## src/rtl/sd_pkg.sv

```systemverilog
// Shared state codes and width helpers for the multi-channel state detector.
package sd_pkg;

    // Committed/candidate state codes, in decode priority order.
    localparam logic [1:0] ST_ON   = 2'b00;
    localparam logic [1:0] ST_OFF  = 2'b01;
    localparam logic [1:0] ST_ERR  = 2'b10;
    localparam logic [1:0] ST_OPEN = 2'b11;

    // Width of a counter that must hold values 0..depth inclusive.
    function automatic int unsigned sd_cnt_w(input int unsigned depth);
        return int'($clog2(depth + 1));
    endfunction

    // Width of an index over n items; never narrower than one bit.
    function automatic int unsigned sd_idx_w(input int unsigned n);
        return (n <= 1) ? 1 : int'($clog2(n));
    endfunction

endpackage : sd_pkg

```

## src/rtl/sd_chan_filter.sv

```systemverilog
// One channel: priority decode of the result strobes, persistence filter and
// commit of the filtered state. change_c/state_nxt_c describe the commit that
// happens on the coming edge so the top can track pending events in lockstep.
module sd_chan_filter
    import sd_pkg::*;
#(
    parameter int unsigned FILT_DEPTH = 8,
    parameter int unsigned CNT_W      = sd_cnt_w(FILT_DEPTH)
) (
    input  logic       clk_50MHz,
    input  logic       rst_n,
    input  logic       result_on,
    input  logic       result_off,
    input  logic       result_err,
    input  logic       result_open,
    output logic [1:0] state,
    output logic       state_valid,
    output logic       change_c,
    output logic [1:0] state_nxt_c
);

    localparam logic [CNT_W-1:0] DEPTH_C = CNT_W'(FILT_DEPTH);

    logic             sample_vld;
    logic [1:0]       sample;
    logic [1:0]       cand_q;
    logic [1:0]       cand_nxt;
    logic [CNT_W-1:0] cnt_q;
    logic [CNT_W-1:0] cnt_nxt;
    logic             commit;

    // Fixed-priority decode: on > off > err > open; nothing asserted = no sample.
    always_comb begin
        sample_vld = 1'b1;
        sample     = ST_ON;
        if (result_on) begin
            sample = ST_ON;
        end else if (result_off) begin
            sample = ST_OFF;
        end else if (result_err) begin
            sample = ST_ERR;
        end else if (result_open) begin
            sample = ST_OPEN;
        end else begin
            sample_vld = 1'b0;
        end
    end

    // Run-length filter on the candidate and commit decision for this edge.
    always_comb begin
        cand_nxt = cand_q;
        cnt_nxt  = cnt_q;
        if (!sample_vld) begin
            cnt_nxt = '0;
        end else if ((sample == cand_q) && (cnt_q != '0)) begin
            cnt_nxt = (cnt_q == DEPTH_C) ? DEPTH_C : cnt_q + CNT_W'(1);
        end else begin
            cand_nxt = sample;
            cnt_nxt  = CNT_W'(1);
        end
        // A saturated counter keeps re-committing the same state, which is silent.
        commit      = (cnt_nxt == DEPTH_C);
        change_c    = commit && (!state_valid || (cand_nxt != state));
        state_nxt_c = change_c ? cand_nxt : state;
    end

    // Candidate, counter and committed-state registers.
    always_ff @(posedge clk_50MHz or negedge rst_n) begin
        if (!rst_n) begin
            cand_q      <= '0;
            cnt_q       <= '0;
            state       <= '0;
            state_valid <= 1'b0;
        end else begin
            cand_q <= cand_nxt;
            cnt_q  <= cnt_nxt;
            state  <= state_nxt_c;
            if (change_c) begin
                state_valid <= 1'b1;
            end
        end
    end

endmodule : sd_chan_filter

```

## src/rtl/state_detect_multi.sv

```systemverilog
// Multi-channel filtered state detector. Each channel commits a persistent
// state; committed changes are queued as one pending bit per channel and
// delivered lowest channel first over a valid/ready event port.
module state_detect_multi
    import sd_pkg::*;
#(
    parameter int unsigned N_CH       = 4,
    parameter int unsigned FILT_DEPTH = 8,
    localparam int unsigned CNT_W     = sd_cnt_w(FILT_DEPTH),
    localparam int unsigned CH_W      = sd_idx_w(N_CH)
) (
    input  logic                clk_50MHz,
    input  logic                rst_n,
    input  logic [N_CH-1:0]     result_on,
    input  logic [N_CH-1:0]     result_off,
    input  logic [N_CH-1:0]     result_err,
    input  logic [N_CH-1:0]     result_open,
    output logic [2*N_CH-1:0]   state,
    output logic [N_CH-1:0]     state_valid,
    output logic                evt_valid,
    input  logic                evt_ready,
    output logic [CH_W-1:0]     evt_ch,
    output logic [1:0]          evt_state,
    output logic [N_CH-1:0]     overrun,
    input  logic                clr_overrun
);

    logic [N_CH-1:0] change_c;
    logic [1:0]      state_nxt_c [N_CH];
    logic [N_CH-1:0] pend_q;
    logic [N_CH-1:0] pend_nxt;
    logic [N_CH-1:0] overrun_nxt;
    logic            evt_acc_c;
    logic [CH_W-1:0] sel_ch_c;
    logic [CH_W-1:0] evt_ch_nxt;
    logic [1:0]      evt_state_nxt;

    // Per-channel decode/filter/commit.
    for (genvar g = 0; g < N_CH; g++) begin : g_chan
        sd_chan_filter #(
            .FILT_DEPTH (FILT_DEPTH),
            .CNT_W      (CNT_W)
        ) u_filt (
            .clk_50MHz   (clk_50MHz),
            .rst_n       (rst_n),
            .result_on   (result_on[g]),
            .result_off  (result_off[g]),
            .result_err  (result_err[g]),
            .result_open (result_open[g]),
            .state       (state[2*g +: 2]),
            .state_valid (state_valid[g]),
            .change_c    (change_c[g]),
            .state_nxt_c (state_nxt_c[g])
        );
    end

    // Pending and overrun updates; a new change beats a same-edge clear.
    always_comb begin
        evt_acc_c   = evt_valid & evt_ready;
        pend_nxt    = '0;
        overrun_nxt = '0;
        for (int i = 0; i < int'(N_CH); i++) begin
            pend_nxt[i]    = change_c[i] |
                             (pend_q[i] & ~(evt_acc_c && (evt_ch == CH_W'(i))));
            overrun_nxt[i] = (change_c[i] & pend_q[i]) | (overrun[i] & ~clr_overrun);
        end
    end

    // Lowest-index pending channel after this edge.
    always_comb begin
        sel_ch_c = '0;
        for (int i = int'(N_CH) - 1; i >= 0; i--) begin
            if (pend_nxt[i]) begin
                sel_ch_c = CH_W'(i);
            end
        end
    end

    // A stalled event keeps its channel; its state always tracks the latest
    // commit of that channel, so an overrun delivers the newest value.
    always_comb begin
        evt_ch_nxt    = (evt_valid && !evt_ready) ? evt_ch : sel_ch_c;
        evt_state_nxt = state_nxt_c[evt_ch_nxt];
    end

    // Pending, overrun and event-port registers.
    always_ff @(posedge clk_50MHz or negedge rst_n) begin
        if (!rst_n) begin
            pend_q    <= '0;
            overrun   <= '0;
            evt_valid <= 1'b0;
            evt_ch    <= '0;
            evt_state <= '0;
        end else begin
            pend_q    <= pend_nxt;
            overrun   <= overrun_nxt;
            evt_valid <= |pend_nxt;
            evt_ch    <= evt_ch_nxt;
            evt_state <= evt_state_nxt;
        end
    end

endmodule : state_detect_multi

```

## config.mk

```make
export PLATFORM = sky130hd
export DESIGN_NAME = state_detect_multi
export DESIGN_NICKNAME = d
export VERILOG_FILES = /design/src/rtl/sd_pkg.sv /design/src/rtl/sd_chan_filter.sv /design/src/rtl/state_detect_multi.sv
export SDC_FILE = /design/constraint.sdc
export NUM_CORES = 1
export LEC_CHECK = 0
export CAP_MARGIN = 20
export CORE_MARGIN = 2
export CORE_UTILIZATION = 58
export CTS_CLUSTER_DIAMETER = 60
export CTS_CLUSTER_SIZE = 30
export DETAILED_ROUTE_END_ITERATION = 6
export PLACE_DENSITY = 0.86
export SKIP_LAST_GASP = 1
export SLEW_MARGIN = 0
export SYNTH_ARGS = -nofsm -noshare
export SYNTH_HDL_FRONTEND = slang
export SYNTH_HIERARCHICAL = 1
export SYNTH_SLANG_ARGS = --single-unit
export TNS_END_PERCENT = 1
```

## constraint.sdc

```tcl
create_clock -name clk_50MHz -period 4.9 [get_ports clk_50MHz]
set_clock_uncertainty 0.2 [all_clocks]
set_input_delay 1.225 -clock clk_50MHz [delete_from_list [all_inputs] [get_ports clk_50MHz]]
set_output_delay 1.225 -clock clk_50MHz [all_outputs]
set_load 0.005 [all_outputs]
```

==> impl_metrics.py <==
metrics = {
    "worst_hold_path": {
        "hold_end": "g_chan[3].u_filt/state_valid",
        "hold_class": "reg -> reg",
        "hold_depth": 1,
        "hp-start": "g_chan[3].u_filt/state_valid",
    },
    "floorplan": {
        "coreArea_um2": 4660,
        "io_pins": 41,
        "die_h_um": 73.1,
        "initial_core_util_pct": 59.4,
        "placementRows": 25,
        "die_area_um2": 5340,
        "die_w_um": 73.1,
    },
    "sta": {
        "hold_viol": 0,
        "setup_tns_ps": 0,
        "worst_slew_pin_slew_ps": 427,
        "fmax_mhz": 276,
        "timing.hold.ws_ps": 308,
        "finalSetupViolCount": 0,
        "slew_headroom_pct": 71.5,
        "finalCritPeriodShare_pct": 73.9,
        "slew_viol_final": 0,
        "rsz0062_at_grt": "false",
        "min_period_ps": 3620,
    },
    "synth": {
        "avgSynthCellArea_um2": 10.5,
        "synthArstFlopShare_pct": 100,
        "synth_seq_cells": 49,
        "synth_area_leaders": "dfrtp_1 44%, a2111oi_4 4.0%, nor2_1 3.9%",
        "netlist_area_um2": 2770,
        "syn-num-nets": 292,
        "ys_seq_area_share_pct": 44.3,
        "ys.flop_type": "dfrtp_1",
        "syn-instance-count": 264,
        "yosys.area.top_type": "dfrtp_1",
        "yosys_warnings": 6,
        "ys_types": 43,
        "synth_top_cell_area_share_pct": 44.3,
        "synth_edf_count": 0,
    },
    "global_route": {
        "first_global_vias": 2033,
        "grt_overflow": 0,
        "track_usage_pct": 21.9,
        "grt_antenna_before_repair": 0,
        "grt_pass1_wl_um": 9010,
        "grt_max_degree": 50,
    },
    "critical_path": {
        "slowest_stage": "clkdlybuf4s50_1",
        "rrSetupSlack_ps": 1870,
        "slowest_delay_ps": 480,
        "rr_startpoint": "g_chan[2].u_filt/cnt_q[0]",
        "cp_top_family": "compound AO/OA/AOI/OAI gates",
        "critPathCaptureType": "flip-flop",
        "r2r-end": "evt_state[1]",
        "cp_cell_sequence": "clkdlybuf4s50_1 > o21bai_1 > a21oi_1 > xor2_1 > o31a_2 > or2_2 > o221ai_1 > nand3_1 > a32oi_1",
        "cp_data_arrival_time_ps": 3630,
        "critical_path_required_ps": 4910,
        "crit_type": "in -> reg",
        "worst_setup_path_start_kind": "primary input",
        "crit_buf_inv": 1,
        "cp_max_fo": 5,
        "reg2regPathDepth": 10,
    },
    "finish": {
        "n_antenna_cell": 0,
        "nets": 340,
        "drive_gt1_share_pct": 9.90,
        "syn2layout_area_growth_pct": 20.4,
        "fin_area_um2": 3330,
    },
    "detailed_routing": {
        "drt_first_pass_iters": 4,
        "vias": 2110,
        "drt_iter0_markers": 104,
        "drc": 0,
        "wl_um": 5450,
        "ant_nets": 0,
        "wl_per_cell_um": 14.9,
        "post_drt_via_cell_ratio": 5.75,
    },
    "job": {
        "drv_cap": 0,
    },
    "power_and_ir_drop": {
        "powerDensity_nw_per_um2": 343,
        "p_leak_nw": 1.50,
        "ir_drop_v": 0.000262,
    },
    "outcome": {
        "status": "complete, no violations",
    },
    "clocking": {
        "cts_hold_buffers": 0,
        "cts_resized": 0,
        "cts_made_buffers": 5,
        "post_cts_buffers": 0,
        "clk_pin_slew_ps": 80,
        "clock-sinks": 49,
        "clockBufferDepth": 2,
        "root_buffer": "clkbuf_8",
        "clk_latency_ps": 300,
        "cts_max_level": 2,
        "cts_tree": "done",
    },
    "placement": {
        "routabilityCongestion": 0.826,
        "dpl-instance-area_um2": 3230,
        "dpl.hpwl_um": 4050,
        "io_buffers": 40,
    },
}
[worst register-to-register path, delay by kind of cell, from the launching register on]
family | cells | cell delay (ps)
AOI/OAI and AO/OA | 7 | 1620
adders and majority gates | 1 | 240
buffers and inverters | 1 | 70
DFF | 1 | 450
and+or+nand+nor | 1 | 380
[Yosys cell counts (all sizes together) (2+ instances only)]
cell type,number
o211ai,5
nand2b,4
nor4bb,4
or3b,4
o21ai,13
a21o,2
a2111oi,4
and2b,4
mux2i,8
nand4b,2
xor2,12
nand2,10
a22o,4
o31a,8
or4b,4
nand3,6
nor3b,4
inv,23
nor2,29
a31oi,4
and2,5
a32oi,4
or2,5
dfrtp,49
o21bai,4
a21oi,14
ha,8
mux2,8
and3b,4
[flip-flops by register name, summed over array words and instances (netlist names)]
name and cells:
evt_ch 2, evt_state 2, evt_valid 1, g_chan.u_filt/cand_q 8, g_chan.u_filt/cnt_q 16, g_chan.u_filt/state 8, g_chan.u_filt/state_valid 4, overrun 4
pend_q 4
[power breakdown]
part	internal [mW]	leakage [nW]	switching (mW)	total, mW
clock network	0.101	0.0395	0.121	0.223
logic	0.200	0.824	0.195	0.395
registers	0.463	0.636	0.0618	0.525
total	0.764	1.50	0.378	1.14
[stage by stage]
| step | setup WS (ps) | instances | util (%) | total power [mW] |
|---|---|---|---|---|
| 6_report | 1280 | 367 | 71.4 | 1.14 |
| 3_3_place_gp | 1160 | 358 | 69.3 | 0.907 |
| 3_5_place_dp | 1020 | 358 | 69.3 | 0.920 |
| 4_1_cts | 1330 | 366 | 71.0 | 1.15 |
| 5_1_grt | 1090 | 367 | 71.4 | 1.22 |
| 2_1_floorplan | 1770 | 264 | - | 0.777 |
[cell families (layout without fill, tap and decap cells)]
group           after synthesis  after routing  share of synthesized area (%)
mux                          16             16                           6.15
fa+ha+maj                     8              8                           3.62
compound gates               66             66                           19.7
xor+xnor                     12             12                           3.80
flops                        49             49                           44.3
buf+inv                      23             72                           3.12
simple gates                 90             90                           19.3
[layout by cell type, fill, tap and decap left out, drive strengths merged, types with 5 or more instances in the layout]
| cell | n |
|---|---|
| a21oi | 14 |
| and2 | 5 |
| clkbuf | 8 |
| clkdlybuf4s50 | 39 |
| dfrtp | 49 |
| ha | 8 |
| inv | 23 |
| mux2 | 8 |
| mux2i | 8 |
| nand2 | 10 |
| nand3 | 6 |
| nor2 | 29 |
| o211ai | 5 |
| o21ai | 13 |
| o31a | 8 |
| or2 | 5 |
| xor2 | 12 |
[area by class of cell]
| class | count | area (um^2) |
|---|---|---|
| multi-input cells | 192 | 1450 |
| fillers | 333 | 1330 |
| flip-flops and latches | 49 | 1230 |
| repair buffers | 41 | 415 |
| inverters | 23 | 86.3 |
| clock buffers | 8 | 80.1 |
| well taps | 54 | 67.6 |
[how the worst max path moves through the flow]
stage              endpoint  slack, ps  cells past startpoint          start
6_report       evt_state[1]       1280                      9  result_err[0]
2_1_floorplan  evt_state[0]       1770                      8  result_err[0]
3_5_place_dp   evt_state[1]       1020                      9  result_err[0]
4_1_cts        evt_state[1]       1330                      9  result_err[0]
3_3_place_gp   evt_state[0]       1160                      9  result_err[0]
5_1_grt        evt_state[1]       1090                      9  result_err[0]
[layer usage]
layer / GRT usage (%) / vias up / share of wire, %
met4: 8.44 / 0 / 1.5
met5: 0 / - / 0
met3: 3.18 / 7 / 3.6
li1: - / 1052 / -
met2: 36.0 / 46 / 48
met1: 29.4 / 1005 / 47
Note: power is estimated with default switching activity, not from simulation.
==> RTL edit: new RTL, same settings <==
`FILT_DEPTH` is set to 8 in 2 places; all go to 4.
--- a/src/rtl/sd_chan_filter.sv
+++ b/src/rtl/sd_chan_filter.sv
@@ -5,5 +5,5 @@
     import sd_pkg::*;
 #(
-    parameter int unsigned FILT_DEPTH = 8,
+    parameter int unsigned FILT_DEPTH = 4,
     parameter int unsigned CNT_W      = sd_cnt_w(FILT_DEPTH)
 ) (
--- a/src/rtl/state_detect_multi.sv
+++ b/src/rtl/state_detect_multi.sv
@@ -6,5 +6,5 @@
 #(
     parameter int unsigned N_CH       = 4,
-    parameter int unsigned FILT_DEPTH = 8,
+    parameter int unsigned FILT_DEPTH = 4,
     localparam int unsigned CNT_W     = sd_cnt_w(FILT_DEPTH),
     localparam int unsigned CH_W      = sd_idx_w(N_CH)
Behaviour: not the same (a bounded check fails within 10 cycles, from zero or initial values and one cycle with rst_n low).
==> RTL edit against the unedited design <==
  * Wire length shrank 2.8%
  * Worst hold slack lost 0.0085 ns
  * Final cell count shrank 0.27%
  * Sequential cell count shrank 4
  * Design area shrank 4.8%
  * Total power grew 16%
  * Worst setup slack gained 0.076 ns
  * Area after synthesis shrank 3.1%
==> RTL edit: results (changes against the unedited design) <==
Placed design
  – DP Cell Count: 360 (+0.56%)
  – Post-place setup slack: 1.10 ns (+0.0783 ns)
  – Post-DP HPWL: 3990 µm (-1.4%)
  – Post-Place Cell Area: 3100 µm² (-4.1%)

Critical path
  – Reg2Reg Setup Slack: 2.14 ns (+0.27 ns)
  – FF-to-FF Start: g_chan[0].u_filt/cnt_q[0]$_DFF_PN0_
  – R2R Path End: evt_state[0]$_DFF_PN0_
  – Critical Path Max Stage Delay: 0.56 ns (+0.08 ns)

Drt
  – Via density: 5.87 (+2.2%)
  – First-pass DRT Iterations: 5 (+1)
  – Final WL: 5300 µm (-2.8%)
  – Iteration-0 DRC Markers: 159 (+53%)
  – Routed via count: 2,150 (+1.9%)

Power and ir drop
  – Gate power share: 0.415 (+0.069)
  – Sw frac: 0.341 (+0.00994)
  – Max IR drop VDD: 0.308 mV (+18%)
  – Flop pwr share: 0.433 (-0.026)
  – Combinational cell power: 551 µW (+39%)

GRT
  – Largest net degree at the start of global routing: 46 (-8.0%)
  – M2 GR Usage: 0.366 (+0.00589)
  – First-pass GRT wire length: 8990 µm (-0.23%)
  – GR Util met1: 0.294 (about the same)
  – GR Util All Layers: 0.219 (-0.000801)
  – M3 GR Usage: 0.0375 (+0.00573)

Synthesis
  – Register area share after synthesis: 0.420 (-0.0233)
  – Post-synthesis cell count: 272 (+3.0%)
  – Top cells by area, synth: dfrtp_1 42%, o21ai_0 4.5%, xnor2_1 3.9%
  – Post-Synth Adder-Cell Area: 0.0373 (+0.00115)
  – Compound-Gate Fraction of Synth Area: 0.205 (+0.00812)
  – Syn_nets: 300 (+2.7%)
  – Mux share of post-synthesis cell area: 0.0504 (-0.0111)
  – Post-synthesis cell type count: 40 (-7.0%)
  – Synth cell count leaders: 45 x dfrtp_1, 24 x o21ai_0, 21 x inv_1, 21 x nor2_1

STA
  – Worst-margin pin slew: 0.959 ns (+0.532 ns)
  – Hold slack: 0.300 ns (-0.00851 ns)

Status
  – Status: completed

Layout
  – FILL cells: 340 (+2.1%)
  – Final Net Count: 343 (+0.88%)
  – Fraction of layout cells with a size suffix above 1: 0.0987 (-0.000315)
  – Biggest regs: g_chan.u_filt/cnt_q: 12 flops, g_chan.u_filt/cand_q: 8 flops, g_chan.u_filt/state: 8 flops
  – Multi-input gate area: 1410 µm² (-3.1%)

Worst hold path
  – Hold_sp: pend_q[2]$_DFF_PN0_
  – Min-Delay Endpoint: overrun[2]$_DFF_PN0_
## RTL edit: layout make-up
| type | count | area share |
|---|---|---|
| Sequential cell | 45 | 0.355 |
| Multi-Input combinational cell | 196 | 0.444 |
| Clock buffer | 5 | 0.0217 |
| Tap cell | 52 | 0.0205 |
| Inverter | 27 | 0.0320 |
| Timing Repair Buffer | 40 | 0.125 |
| Clock inverter | 1 | 0.00158 |
## RTL edit: worst reg2reg max path: stages, from the launching register on
cell and delay, ns:
dfrtp_1 0.41, inv_1 0.06, ha_1 0.25, nand4bb_1 0.21, a31oi_1 0.24, o21ai_2 0.13, a31oi_1 0.41, or2_2 0.21
o221ai_1 0.17, a32oi_1 0.25, a32oi_1 0.08
## RTL edit: how the worst max path moves through the flow
stage / startpoint / end / slack (ns) / cells after the start
3_5_place_dp: result_err[0] / evt_state[1]$_DFF_PN0_ / 1.10 / 9
6_report: result_err[0] / evt_state[0]$_DFF_PN0_ / 1.35 / 9
5_1_grt: result_on[0] / evt_state[0]$_DFF_PN0_ / 1.15 / 8
2_1_floorplan: result_on[0] / evt_state[0]$_DFF_PN0_ / 1.84 / 8
4_1_cts: result_off[0] / evt_state[0]$_DFF_PN0_ / 1.40 / 9
3_3_place_gp: result_err[0] / evt_state[1]$_DFF_PN0_ / 1.20 / 9
## RTL edit: routing by layer
| layer | wire length, µm | vias to the layer above | part of all wire |
|---|---|---|---|
| met2 | 2590 | 39 | 0.49 |
| li1 | - | 1073 | - |
| met3 | 201 | 7 | 0.038 |
| met4 | 60 | 0 | 0.011 |
| met1 | 2440 | 1031 | 0.46 |
| met5 | 0 | - | 0 |
## RTL edit: cell families (layout without fill, tap and decap cells)
group,Yosys count,count (layout)
fa+ha+maj,8,8
compound gates,74,74
mux,12,12
xor+xnor,12,12
buf+inv,31,73
flops,45,45
simple gates,90,90
